<file path="config.mk">
export PLATFORM = sky130hd
export DESIGN_NAME = otter_mem_arbiter
export DESIGN_NICKNAME = d
export VERILOG_FILES = /design/src/rtl/otter_mem_arbiter.sv
export SDC_FILE = /design/constraint.sdc
export NUM_CORES = 1
export LEC_CHECK = 0
export BUFFER_PORTS_ARGS = -buffer_cell sky130_fd_sc_hd__buf_4
export CAP_MARGIN = 10
export CORE_AREA = 4 4 104 106
export DETAILED_ROUTE_END_ITERATION = 8
export DIE_AREA = 0 0 108 110
export PLACE_DENSITY = 0.71
export SLEW_MARGIN = 20
export SYNTH_ARGS = -nofsm -noshare
export SYNTH_HDL_FRONTEND = slang
export SYNTH_SLANG_ARGS = --single-unit
</file>
<file path="constraint.sdc">
create_clock -name CLK -period 4.15 [get_ports CLK]
set_input_delay 0 -clock CLK [delete_from_list [all_inputs] [get_ports CLK]]
set_output_delay 0 -clock CLK [all_outputs]
set_load 0.03 [all_outputs]
</file>
<file path="src/rtl/otter_mem_arbiter.sv">
// otter_mem_arbiter
// Shares the single main-memory port between the I-cache refill path and the
// D-cache refill/writeback path. One line burst runs at a time; read data is
// steered back to whichever cache owns the burst. D-side normally wins, but a
// starvation counter forces an I grant after STARVE_MAX back-to-back D grants
// taken while the I-cache was waiting.
module otter_mem_arbiter #(
  parameter int BURST_LEN  = 8,
  parameter int STARVE_MAX = 4
) (
  input  logic                         CLK,
  input  logic                         RST,
  // I-cache refill side
  input  logic                         IC_REQ,
  input  logic [31:0]                  IC_ADDR,
  output logic                         IC_GNT,
  output logic                         IC_RVALID,
  output logic [31:0]                  IC_RDATA,
  output logic                         IC_DONE,
  // D-cache refill / writeback side
  input  logic                         DC_REQ,
  input  logic                         DC_WE,
  input  logic [31:0]                  DC_ADDR,
  input  logic [31:0]                  DC_WDATA,
  output logic [$clog2(BURST_LEN)-1:0] DC_WIDX,
  output logic                         DC_GNT,
  output logic                         DC_RVALID,
  output logic [31:0]                  DC_RDATA,
  output logic                         DC_DONE,
  // main memory port
  output logic                         MEM_REQ,
  output logic                         MEM_WE,
  output logic [31:0]                  MEM_ADDR,
  output logic [31:0]                  MEM_WDATA,
  input  logic                         MEM_READY,
  input  logic                         MEM_RVALID,
  input  logic [31:0]                  MEM_RDATA
);

  localparam int IW = $clog2(BURST_LEN);
  // One extra bit so a completed burst count (BURST_LEN) is representable.
  localparam int CW = IW + 1;
  localparam int SW = (STARVE_MAX < 1) ? 1 : $clog2(STARVE_MAX + 1);
  localparam logic [31:0] LINE_MASK = 32'(BURST_LEN * 4 - 1);

  typedef enum logic [2:0] {
    S_IDLE,
    S_I_RD,
    S_D_RD,
    S_D_WR,
    S_FIN
  } state_t;

  state_t          r_state;
  state_t          w_next_state;
  logic [CW-1:0]   r_issued;
  logic [CW-1:0]   r_returned;
  logic [SW-1:0]   r_starve;
  logic [31:0]     r_base;
  logic            r_side_d;

  logic            w_burst;
  logic            w_rd_burst;
  logic            w_issue_pending;
  logic            w_accept;
  logic            w_d_wins;
  logic            w_last_issue;
  logic            w_last_return;
  logic [31:0]     w_beat_addr;
  logic [SW-1:0]   w_starve_inc;

  assign w_burst         = (r_state == S_I_RD) || (r_state == S_D_RD) || (r_state == S_D_WR);
  assign w_rd_burst      = (r_state == S_I_RD) || (r_state == S_D_RD);
  assign w_issue_pending = w_burst && (r_issued != CW'(BURST_LEN));
  assign w_accept        = w_issue_pending && MEM_READY;
  assign w_last_issue    = (r_issued == CW'(BURST_LEN - 1));
  assign w_last_return   = (r_returned == CW'(BURST_LEN - 1));
  assign w_beat_addr     = r_base + 32'({r_issued, 2'b00});
  // D wins an IDLE arbitration unless the I side has waited out its quota.
  assign w_d_wins        = DC_REQ && !(IC_REQ && (r_starve == SW'(STARVE_MAX)));
  assign w_starve_inc    = (r_starve == SW'(STARVE_MAX)) ? r_starve : r_starve + SW'(1);

  // State register; reset aborts any burst without a DONE pulse.
  always_ff @(posedge CLK) begin
    if (RST) r_state <= S_IDLE;
    else     r_state <= w_next_state;
  end

  // Next-state decode and all port outputs (steering of read data is combinational).
  always_comb begin
    w_next_state = r_state;
    IC_GNT       = 1'b0;
    IC_RVALID    = 1'b0;
    IC_RDATA     = '0;
    IC_DONE      = 1'b0;
    DC_GNT       = 1'b0;
    DC_RVALID    = 1'b0;
    DC_RDATA     = '0;
    DC_DONE      = 1'b0;
    DC_WIDX      = '0;
    MEM_REQ      = 1'b0;
    MEM_WE       = 1'b0;
    MEM_ADDR     = '0;
    MEM_WDATA    = '0;
    case (r_state)
      S_IDLE: begin
        if (w_d_wins)    w_next_state = DC_WE ? S_D_WR : S_D_RD;
        else if (IC_REQ) w_next_state = S_I_RD;
      end
      S_I_RD: begin
        IC_GNT    = 1'b1;
        MEM_REQ   = w_issue_pending;
        MEM_ADDR  = w_beat_addr;
        IC_RVALID = MEM_RVALID;
        IC_RDATA  = MEM_RVALID ? MEM_RDATA : '0;
        if (MEM_RVALID && w_last_return) w_next_state = S_FIN;
      end
      S_D_RD: begin
        DC_GNT    = 1'b1;
        MEM_REQ   = w_issue_pending;
        MEM_ADDR  = w_beat_addr;
        DC_RVALID = MEM_RVALID;
        DC_RDATA  = MEM_RVALID ? MEM_RDATA : '0;
        if (MEM_RVALID && w_last_return) w_next_state = S_FIN;
      end
      S_D_WR: begin
        DC_GNT    = 1'b1;
        MEM_REQ   = w_issue_pending;
        MEM_WE    = 1'b1;
        MEM_ADDR  = w_beat_addr;
        MEM_WDATA = DC_WDATA;
        DC_WIDX   = r_issued[IW-1:0];
        if (w_accept && w_last_issue) w_next_state = S_FIN;
      end
      S_FIN: begin
        IC_DONE      = !r_side_d;
        DC_DONE      = r_side_d;
        w_next_state = S_IDLE;
      end
      default: w_next_state = S_IDLE;
    endcase
  end

  // Beat counters, granted side and starvation counter.
  always_ff @(posedge CLK) begin
    if (RST) begin
      r_issued   <= '0;
      r_returned <= '0;
      r_starve   <= '0;
      r_side_d   <= 1'b0;
    end else if (r_state == S_IDLE) begin
      r_issued   <= '0;
      r_returned <= '0;
      if (w_d_wins) begin
        r_side_d <= 1'b1;
        r_starve <= IC_REQ ? w_starve_inc : '0;
      end else begin
        r_starve <= '0;
        if (IC_REQ) r_side_d <= 1'b0;
      end
    end else begin
      if (w_accept)                r_issued   <= r_issued + CW'(1);
      if (w_rd_burst && MEM_RVALID) r_returned <= r_returned + CW'(1);
    end
  end

  // Line base address captured from the winning side while idle.
  always_ff @(posedge CLK) begin
    if (r_state == S_IDLE) r_base <= w_d_wins ? (DC_ADDR & ~LINE_MASK) : (IC_ADDR & ~LINE_MASK);
  end

endmodule

</file>
==> out/metrics.csv <==
stage,metric,value,unit
status,status,finished clean,
synthesis,synth-seq-cells,42,
hold_path,timing.hold.worst_path_depth,2,
synthesis,syn_inst,387,
cts,htreeDepth,2,
layout,nets,781,
die,ios,274,
timing,whs,0.00633,ns
timing,setup_viol,0,
placement,place_congestion,0.867,
die,dieArea,11900,µm²
timing,rsz0062_at_grt,false,
route,drt-initial-drc-count,158,
layout,synthToLayoutAreaGrowth,68.6,%
timing,worst-slew-pin-transition,0.706,ns
cts,ctsHoldBuffers,9,
timing,drv_slew,0,
worst_setup_path,start_kind,register,
layout,multi_input_area,2110,µm²
layout,fillers,876,
cts,cts_sinks,42,
worst_setup_path,r2r-start,r_starve[0],
die,die_h,110,µm
global_route,antenna_found_initial,0,
cts,post_cts_resized,0,
cts,cts_setup_buffers,0,
die,fp.coreArea,9770,µm²
synthesis,synthArstFlopShare,0,%
synthesis,ys_types,42,
cts,worstSkewPairLatency,0.30,ns
global_route,overflow,0,
route,avgRoutedWirePerCell,16.5,µm
cts,clockBufferDepth,2,
synthesis,avgSynthCellArea,8.59,µm²
placement,hpwl,10400,µm
route,drc,0,
worst_setup_path,end_kind,output port,
worst_setup_path,r2r_cells,6,
die,die_x,108,µm
synthesis,synth_edf_count,27,
layout,seqCellArea,1110,µm²
placement,portBuffers,261,
cts,cts_tree,done,
timing,hold_viol,0,
synthesis,syn-cell-area,3320,µm²
worst_setup_path,crit_path_max_fanout,16,
cts,clockRootBuffer,clkbuf_8,
global_route,grt_pass1_wl,18900,µm
timing,fmax,0.362,GHz
timing,slew_headroom,52.9,%
timing,tns,0,ns
layout,drive_above_1_share,48.1,%
global_route,grt_max_degree,49,
timing,clock_skew,0.0114,ns
cts,cts-buffers-inserted,5,
worst_setup_path,crit_path_start,r_base[10],
worst_setup_path,worstSetupPathType,reg -> out,
worst_setup_path,required,4.15,ns
cts,clkSlewWorstSetupHoldPaths,0.09,ns
route,routed_wl,12700,µm
route,via_per_inst,4.95,
route,vias,3830,
hold_path,hp-class,in -> reg,
run,drv_cap,0,
synthesis,yosysWarnings,0,
global_route,first_global_vias,3751,
synthesis,yosysSeqAreaShare,33.4,%
die,start_util,34.0,%
pwr,worst_ir_drop_vdd,0.000185,V
die,rows,36,
route,ant_nets,0,
global_route,track_usage,19.9,%
route,first_pass_iters,4,
layout,antenna_cells,0,
timing,fin_crit_sh,66.6,%
pwr,p_per_area,514,nW/µm²
hold_path,min-delay-start,DC_ADDR[19],
pwr,leakagePower,2.70,nW
timing,fin_crit,2.77,ns
synthesis,synthFlopType,edfxtp_1,
worst_setup_path,arrival,2.77,ns
==> area by class of cell <==
class | instances | share of cell area [%]
well taps | 133 | 2.97
multi-input cells | 307 | 37.7
inverters | 9 | 0.603
flip-flops and latches | 42 | 19.8
clock inverters | 3 | 0.514
clock buffers | 5 | 1.23
repair buffers | 274 | 37.2
==> per-stage QoR <==
step	util [%]	worst slack, ns	cell area, µm²	std cells	total power [W]
5_1_grt	57.3	1.17	5600	773	0.00305
2_1_floorplan	-	1.89	3330	388	0.00190
3_3_place_gp	55.1	1.68	5390	755	0.00254
3_5_place_dp	55.1	1.59	5390	755	0.00258
4_1_cts	57.1	1.30	5580	772	0.00288
6_report	57.3	1.38	5600	773	0.00288
==> cell usage in the layout, fill, tap and decap left out, types with 2 or more instances in the layout <==
master and count:
mux2_2 27, clkbuf_8 5, ha_1 7, dlygate4sd3_1 10, and2_1 69, nor2_1 31, edfxtp_1 27, nand2b_1 4
nand4_1 8, nor3_1 4, inv_1 9, dfxtp_1 14, or3_1 6, nor4_1 5, and3_1 37, buf_4 264
nor4bb_4 2, or4_1 6, nand3b_1 4, a21oi_1 13, mux2i_1 3, o21ai_0 8, xnor2_1 13, xor2_1 6
nand2_1 14, nor3b_1 2, nand3_1 14, conb_1 2, o31ai_1 5
==> where the power goes <==
part / total, W / leakage (nW) / internal [W] / switching, W
combinational: 0.00171 / 2.26 / 0.000654 / 0.00105
clock: 0.000286 / 0.0506 / 0.000126 / 0.000160
sequential: 0.000885 / 0.389 / 0.000661 / 0.000224
total: 0.00288 / 2.70 / 0.00144 / 0.00144
==> cell usage after synthesis, types with 2 or more instances <==
cell,instances,share of area [%]
nor3b_1,2,0.45
inv_1,9,1.0
and3_1,37,7.0
nand4_1,8,1.5
a21oi_1,13,2.0
dfxtp_1,15,9.0
nand3b_1,4,0.90
nor4_1,5,0.94
mux2i_1,3,0.90
ha_1,7,2.6
nor2b_1,2,0.38
nor4bb_1,3,0.90
buf_2,2,0.30
and2_1,69,13
nor3_1,4,0.60
o21bai_1,2,0.45
or4_1,6,1.4
or3_1,6,1.1
nor2_1,31,3.5
clkbuf_1,26,2.9
o21ai_0,8,1.2
o31ai_1,5,1.1
edfxtp_1,27,24
xor2_1,6,1.6
nand3_1,14,2.1
mux2_2,27,9.1
nand2_1,15,1.7
nand2b_1,4,0.75
buf_4,2,0.45
xnor2_1,13,3.4
==> path summary, 6_finish.rpt <==
check | slack, ns | end
setup / recovery | 1.38 | MEM_ADDR[28]
hold / removal | 0.006 | r_base[19]
setup reg to reg | 1.64 | r_base[15]
hold reg to reg | 0.48 | r_returned[1]
==> flip-flops by register name (all words and copies together) (netlist names) <==
signal	count
r_base	27
r_issued	4
r_returned	4
r_side_d	1
r_starve	3
r_state	3
==> worst max-delay path, cell delays in order, from the launching register on <==
cell and delay (ns):
edfxtp_1 0.42, nand3_1 0.31, or4_1 0.80, or4_1 0.57, a21oi_1 0.18, buf_4 0.19
==> cell families after synthesis <==
group / Yosys count / share of synthesized area, %
buf+inv: 39 / 4.70
compound gates: 35 / 6.47
fa+ha+maj: 7 / 2.63
flops: 42 / 33.4
other cells: 1 / 0.113
xor+xnor: 19 / 5.01
mux: 30 / 10.0
simple gates: 214 / 37.6
==> layer usage <==
layer	routed length, µm	vias up	share of wire [%]	GRT usage [%]
li1	-	1867	-	-
met1	4760	1795	37	22.6
met2	6960	152	55	37.3
met3	868	16	6.8	5.01
met4	154	0	1.2	4.51
met5	0	-	0	0
(Power assumes the default switching activity.)
